File: src/rtl/uc_arbiter.sv
// rtl/uc_arbiter.sv - unit clause arbiter: per-engine slots, round-robin grant,
// duplicate/conflict filtering against a short literal history, push into ucq.
module uc_arbiter #(
    parameter int NUM_ENG    = 4,
    parameter int UC_LENGTH  = 512,
    parameter int HIST_DEPTH = 8,
    parameter int CNT_W      = 16,
    localparam int LIT_W     = $clog2(UC_LENGTH)
) (
    input  logic                            clk,
    input  logic                            rst,
    input  logic                            flush,
    input  logic [NUM_ENG-1:0]              eng2uca_valid,
    input  logic [NUM_ENG-1:0][LIT_W-1:0]   eng2uca_lit,
    output logic [NUM_ENG-1:0]              uca2eng_ready,
    input  logic                            ucq_full,
    output logic                            push,
    output logic [LIT_W-1:0]                uca2ucq,
    output logic                            conflict,
    output logic [CNT_W-1:0]                drop_cnt
);
    localparam int PTR_W = (NUM_ENG > 1) ? $clog2(NUM_ENG) : 1;

    logic [NUM_ENG-1:0]                slot_valid_q, slot_valid_d;
    logic [NUM_ENG-1:0][LIT_W-1:0]     slot_lit_q, slot_lit_d;
    logic [HIST_DEPTH-1:0]             hist_valid_q, hist_valid_d;
    logic [HIST_DEPTH-1:0][LIT_W-1:0]  hist_lit_q, hist_lit_d;
    logic [PTR_W-1:0]                  rr_ptr_q, rr_ptr_d;
    logic                              conflict_q, conflict_d;
    logic [CNT_W-1:0]                  drop_cnt_q, drop_cnt_d;

    logic [PTR_W-1:0] idx;
    logic [PTR_W-1:0] cand_idx;
    logic             cand_found;
    logic [LIT_W-1:0] cand_lit;
    logic             grant;
    logic             hit_same;
    logic             hit_opp;

    // Walk from the farthest position back to rr_ptr so the nearest valid slot wins.
    always_comb begin
        idx        = '0;
        cand_idx   = '0;
        cand_found = 1'b0;
        for (int k = NUM_ENG - 1; k >= 0; k--) begin
            idx = PTR_W'((int'(rr_ptr_q) + k) % NUM_ENG);
            if (slot_valid_q[idx]) begin
                cand_found = 1'b1;
                cand_idx   = idx;
            end
        end
    end

    assign cand_lit = slot_lit_q[cand_idx];
    assign grant    = cand_found && !ucq_full && !conflict_q && !flush && !rst;

    always_comb begin
        hit_same = 1'b0;
        hit_opp  = 1'b0;
        for (int h = 0; h < HIST_DEPTH; h++) begin
            if (hist_valid_q[h] && (hist_lit_q[h] == cand_lit)) begin
                hit_same = 1'b1;
            end
            if (hist_valid_q[h] && (hist_lit_q[h] == {cand_lit[LIT_W-1:1], ~cand_lit[0]})) begin
                hit_opp = 1'b1;
            end
        end
    end

    assign push          = grant && !hit_same && !hit_opp;
    assign uca2ucq       = cand_found ? cand_lit : '0;
    assign uca2eng_ready = ~slot_valid_q;
    assign conflict      = conflict_q;
    assign drop_cnt      = drop_cnt_q;

    always_comb begin
        slot_valid_d = slot_valid_q;
        slot_lit_d   = slot_lit_q;
        hist_valid_d = hist_valid_q;
        hist_lit_d   = hist_lit_q;
        rr_ptr_d     = rr_ptr_q;
        conflict_d   = conflict_q;
        drop_cnt_d   = drop_cnt_q;
        if (flush) begin
            slot_valid_d = '0;
            hist_valid_d = '0;
            conflict_d   = 1'b0;
        end else begin
            // Only empty slots capture, so a granted slot never reloads in its drain cycle.
            for (int i = 0; i < NUM_ENG; i++) begin
                if (eng2uca_valid[i] && !slot_valid_q[i]) begin
                    slot_valid_d[i] = 1'b1;
                    slot_lit_d[i]   = eng2uca_lit[i];
                end
            end
            if (grant) begin
                slot_valid_d[cand_idx] = 1'b0;
                rr_ptr_d = (cand_idx == PTR_W'(NUM_ENG - 1)) ? '0 : cand_idx + 1'b1;
                if (hit_same) begin
                    if (drop_cnt_q != '1) begin
                        drop_cnt_d = drop_cnt_q + CNT_W'(1);
                    end
                end else if (hit_opp) begin
                    conflict_d = 1'b1;
                end else begin
                    hist_lit_d   = {hist_lit_q[HIST_DEPTH-2:0], cand_lit};
                    hist_valid_d = {hist_valid_q[HIST_DEPTH-2:0], 1'b1};
                end
            end
        end
    end

    always_ff @(posedge clk) begin
        if (rst) begin
            slot_valid_q <= '0;
            hist_valid_q <= '0;
            rr_ptr_q     <= '0;
            conflict_q   <= 1'b0;
            drop_cnt_q   <= '0;
        end else begin
            slot_valid_q <= slot_valid_d;
            hist_valid_q <= hist_valid_d;
            rr_ptr_q     <= rr_ptr_d;
            conflict_q   <= conflict_d;
            drop_cnt_q   <= drop_cnt_d;
        end
        slot_lit_q <= slot_lit_d;
        hist_lit_q <= hist_lit_d;
    end
endmodule

File: config.mk
export PLATFORM = sky130hd
export DESIGN_NAME = uc_arbiter
export DESIGN_NICKNAME = d
export VERILOG_FILES = /design/src/rtl/uc_arbiter.sv
export SDC_FILE = /design/constraint.sdc
export NUM_CORES = 1
export LEC_CHECK = 0
export BUFFER_PORTS_ARGS = -buffer_cell sky130_fd_sc_hd__buf_2
export CAP_MARGIN = 30
export CORE_UTILIZATION = 59
export DETAILED_ROUTE_END_ITERATION = 12
export PLACE_DENSITY_LB_ADDON = 0.2
export SETUP_SLACK_MARGIN = 0.05
export SLEW_MARGIN = 40
export SYNTH_ARGS = -nofsm -noshare
export SYNTH_HDL_FRONTEND = slang
export SYNTH_SLANG_ARGS = --single-unit
File: constraint.sdc
create_clock -name clk -period 6.6 [get_ports clk]
set_input_delay 1.32 -clock clk [delete_from_list [all_inputs] [get_ports clk]]
set_output_delay 1.32 -clock clk [all_outputs]
set_load 0.1 [all_outputs]
==> flow_summary_export.csv <==
group,metric,value,unit
outcome,status,"finished, final reports clean",
clock_network,clockRootBuffer,"clkbuf_16",
placed_design,post-dp-hpwl,11010,µm
clock_network,cts_sinks,139,
pwr,netSwitchingFraction,27.18,%
detailed_routing,firstDrtPassIters,7,
detailed_routing,drc_errors,0,
synth,yosys-top-cells-count,"108 x edfxtp_1, 55 x a21oi_1, 51 x and3_1",
timing,period_share,93.85,%
synth,synth_top_area_cell,"edfxtp_1",
critical_path,worstPathRequired,5280,ps
timing,clock.fmax,0.1614,GHz
timing,drv_slew,0,
timing,finalSetupViolations,0,
synth,synth.most_common_cell,"edfxtp_1",
timing,rsz0062_at_grt,"no",
synth,syn_area_per_cell,11.09,µm²
synth,synth_top_area_share,47.48,%
pwr,power.clock.fraction,41.7,%
floorplanning,core_area,0.01108,mm²
grt,grt_use_total,28.11,%
synth,yosys_warnings,0,
synth,synthTopCellsByArea,"edfxtp_1 47%, dfxtp_1 9.1%, and3_1 4.7%, a21oi_1 4.0%, nand3_1 2.7%",
synth,syn_inst,616,
flow_run,max_cap_viol_count,0,
worst_hold_path,hold_class,"reg2reg",
grt,grt_pass1_wl,24740,µm
cells_and_area,diodes,0,
detailed_routing,vias_per_cell,6.296,
placed_design,port_buffers,74,
floorplanning,start_util,61.66,%
clock_network,ctsResizeCount,0,
clock_network,cts_tree,"done",
floorplanning,die_h,109.6,µm
detailed_routing,wire_per_inst,18.77,µm
clock_network,htreeDepth,4,
critical_path,cp.arrival,4870,ps
critical_path,crit_type,"reg2out",
grt,antenna_found_initial,0,
timing,fin_skew,7.617,ps
floorplanning,num_io_pins,75,
timing,whs,465.9,ps
pwr,power_density,280.8,mW/mm²
clock_network,path_clk_slew,60,ps
pwr,netSwitchingPower,0.0006018,W
timing,hold_viol_final,0,
placed_design,gp_congestion,0.8548,
placed_design,dp_cells,803,
timing,worst_pin_slew,829.0,ps
critical_path,crit_fanout,17,
detailed_routing,via_count,5257,
timing,setup-tns-final,0,ps
cells_and_area,area_growth,15.42,%
synth,ys_types,64,
synth,synthesis.area,0.006830,mm²
clock_network,cts_inserted_buffers,17,
synth,ys.flop_type,"edfxtp_1",
cells_and_area,drive_above_1_share,20.29,%
clock_network,clock_latency,420,ps
cells_and_area,final_cells,835,
pwr,seq_power_share,44.1,%
critical_path,worst_setup_path_start_kind,"flop",
pwr,power.leakage,2.962,nW
pwr,p_comb_share,14.2,%
synth,ys_seq_elements,139,
detailed_routing,routed_wl,15670,µm
pwr,total_power,0.002214,W
floorplanning,rows,38,
synth,synth_edf_count,108,
pwr,intPower,0.001612,W
pwr,ir_worst_vdd,0.0002685,V
clock_network,cts_setup_buffers,0,
synth,async_reset_ff_share,0,%
cells_and_area,fin_nets,731,
cells_and_area,n_fill_cell,796,
floorplanning,dieArea,0.01201,mm²
detailed_routing,antenna_left,0,
clock_network,clk_path_buf_depth,2,
critical_path,cp-end-kind,"output pin",
detailed_routing,drtIter0Drc,465,
synth,synth_nets,665,
timing,max_slew_margin,44.53,%
synth,seq_area_frac_synth,56.57,%
floorplanning,die-width,109.6,µm
grt,globalRouteOverflowTotal,0,
grt,grt_pass1_vias,4906,
timing,min_period,6194,ps
grt,grt_max_degree,73,
clock_network,cts_hold_buf,0,
[final timing paths]
kind | endpoint | start | depth (start not counted) | slack (ps)
setup / recovery | push | slot_valid_q[0] | 15 | 410
hold / removal | hist_lit_q[50] | hist_lit_q[41] | 0 | 470
setup reg to reg | hist_lit_q[63] | slot_valid_q[0] | 15 | 1810
hold reg to reg | hist_lit_q[50] | hist_lit_q[41] | 0 | 470
[layer usage]
metal	global-route usage, %	share of wire (%)
met1	36.84	42
met3	7.291	6.6
met5	0	0
met4	12.86	3.4
met2	43.94	48
[per-stage QoR]
stage               cell area [µm²]  setup slack (ps)  utilization (%)
floorplan                      6830              1184                -
detailed placement             7298             779.5            65.88
finish                         7884             405.7            71.17
global placement               7287             855.3            65.78
global route                   7884             55.26            71.17
CTS                            7874             267.5            71.08
[final cells by class]
| cell class | instances | area (µm²) | area share [%] |
|---|---|---|---|
| Inverter | 12 | 45.04 | 0.5713 |
| Multi-Input combinational cell | 429 | 2774 | 35.18 |
| Timing Repair Buffer | 83 | 450.4 | 5.713 |
| Sequential cell | 139 | 3864 | 49.01 |
| Clock inverter | 14 | 146.4 | 1.857 |
| Tap cell | 140 | 175.2 | 2.222 |
| Clock buffer | 18 | 429.2 | 5.444 |
[worst max-delay path, cell delays in order, from the launching register on]
cell and delay (ps):
dfxtp_1 380, and2_4 210, and2_1 160, nor3_2 480, buf_4 300, nand3_1 460
and3_1 370, o211ai_1 190, nor4_1 90, a222oi_1 470, nand3_2 200, nor2_4 320
nand3_1 120, buf_4 200, inv_1 70, buf_2 420
[flip-flops by register name, indices dropped and copies added, names as in the netlist]
signal and count:
slot_valid_q 4, conflict 1, hist_lit_q 72, slot_lit_q 36, drop_cnt 16, hist_valid_q 8, rr_ptr_q 2
[placed cells by master, fill, tap and decap left out, drive strengths merged, types with 5 or more instances in the layout]
cell	count
clkbuf	18
nand3	39
buf	83
nand2	29
clkinv	8
mux2i	15
or4	7
or3	19
edfxtp	108
mux2	9
and3	51
dfxtp	31
ha	5
inv	15
nor4	13
o22ai	14
nor2	27
o211ai	14
and2	10
a21oi	55
nor2b	16
nor3b	5
nor3	7
o21ai	39
nand2b	10
[power groups by stage]
stage / clock (W) / combinational [W] / sequential (W)
global placement: 0 / 0.000300 / 0.000994
CTS: 0.000933 / 0.000311 / 0.000977
floorplan: 0 / 0.000245 / 0.000992
global route: 0.000968 / 0.000339 / 0.000979
finish: 0.000922 / 0.000314 / 0.000977
detailed placement: 0 / 0.000309 / 0.000995
[cells by family after synthesis]
logic type | count (synthesis) | share of synthesized area [%]
compound gates | 151 | 14.09
xor+xnor | 8 | 1.026
fa+ha+maj | 5 | 0.9159
buf+inv | 48 | 3.316
flops | 139 | 56.57
mux | 24 | 3.682
simple gates | 241 | 20.41
Note: power is estimated with default switching activity, not from simulation.
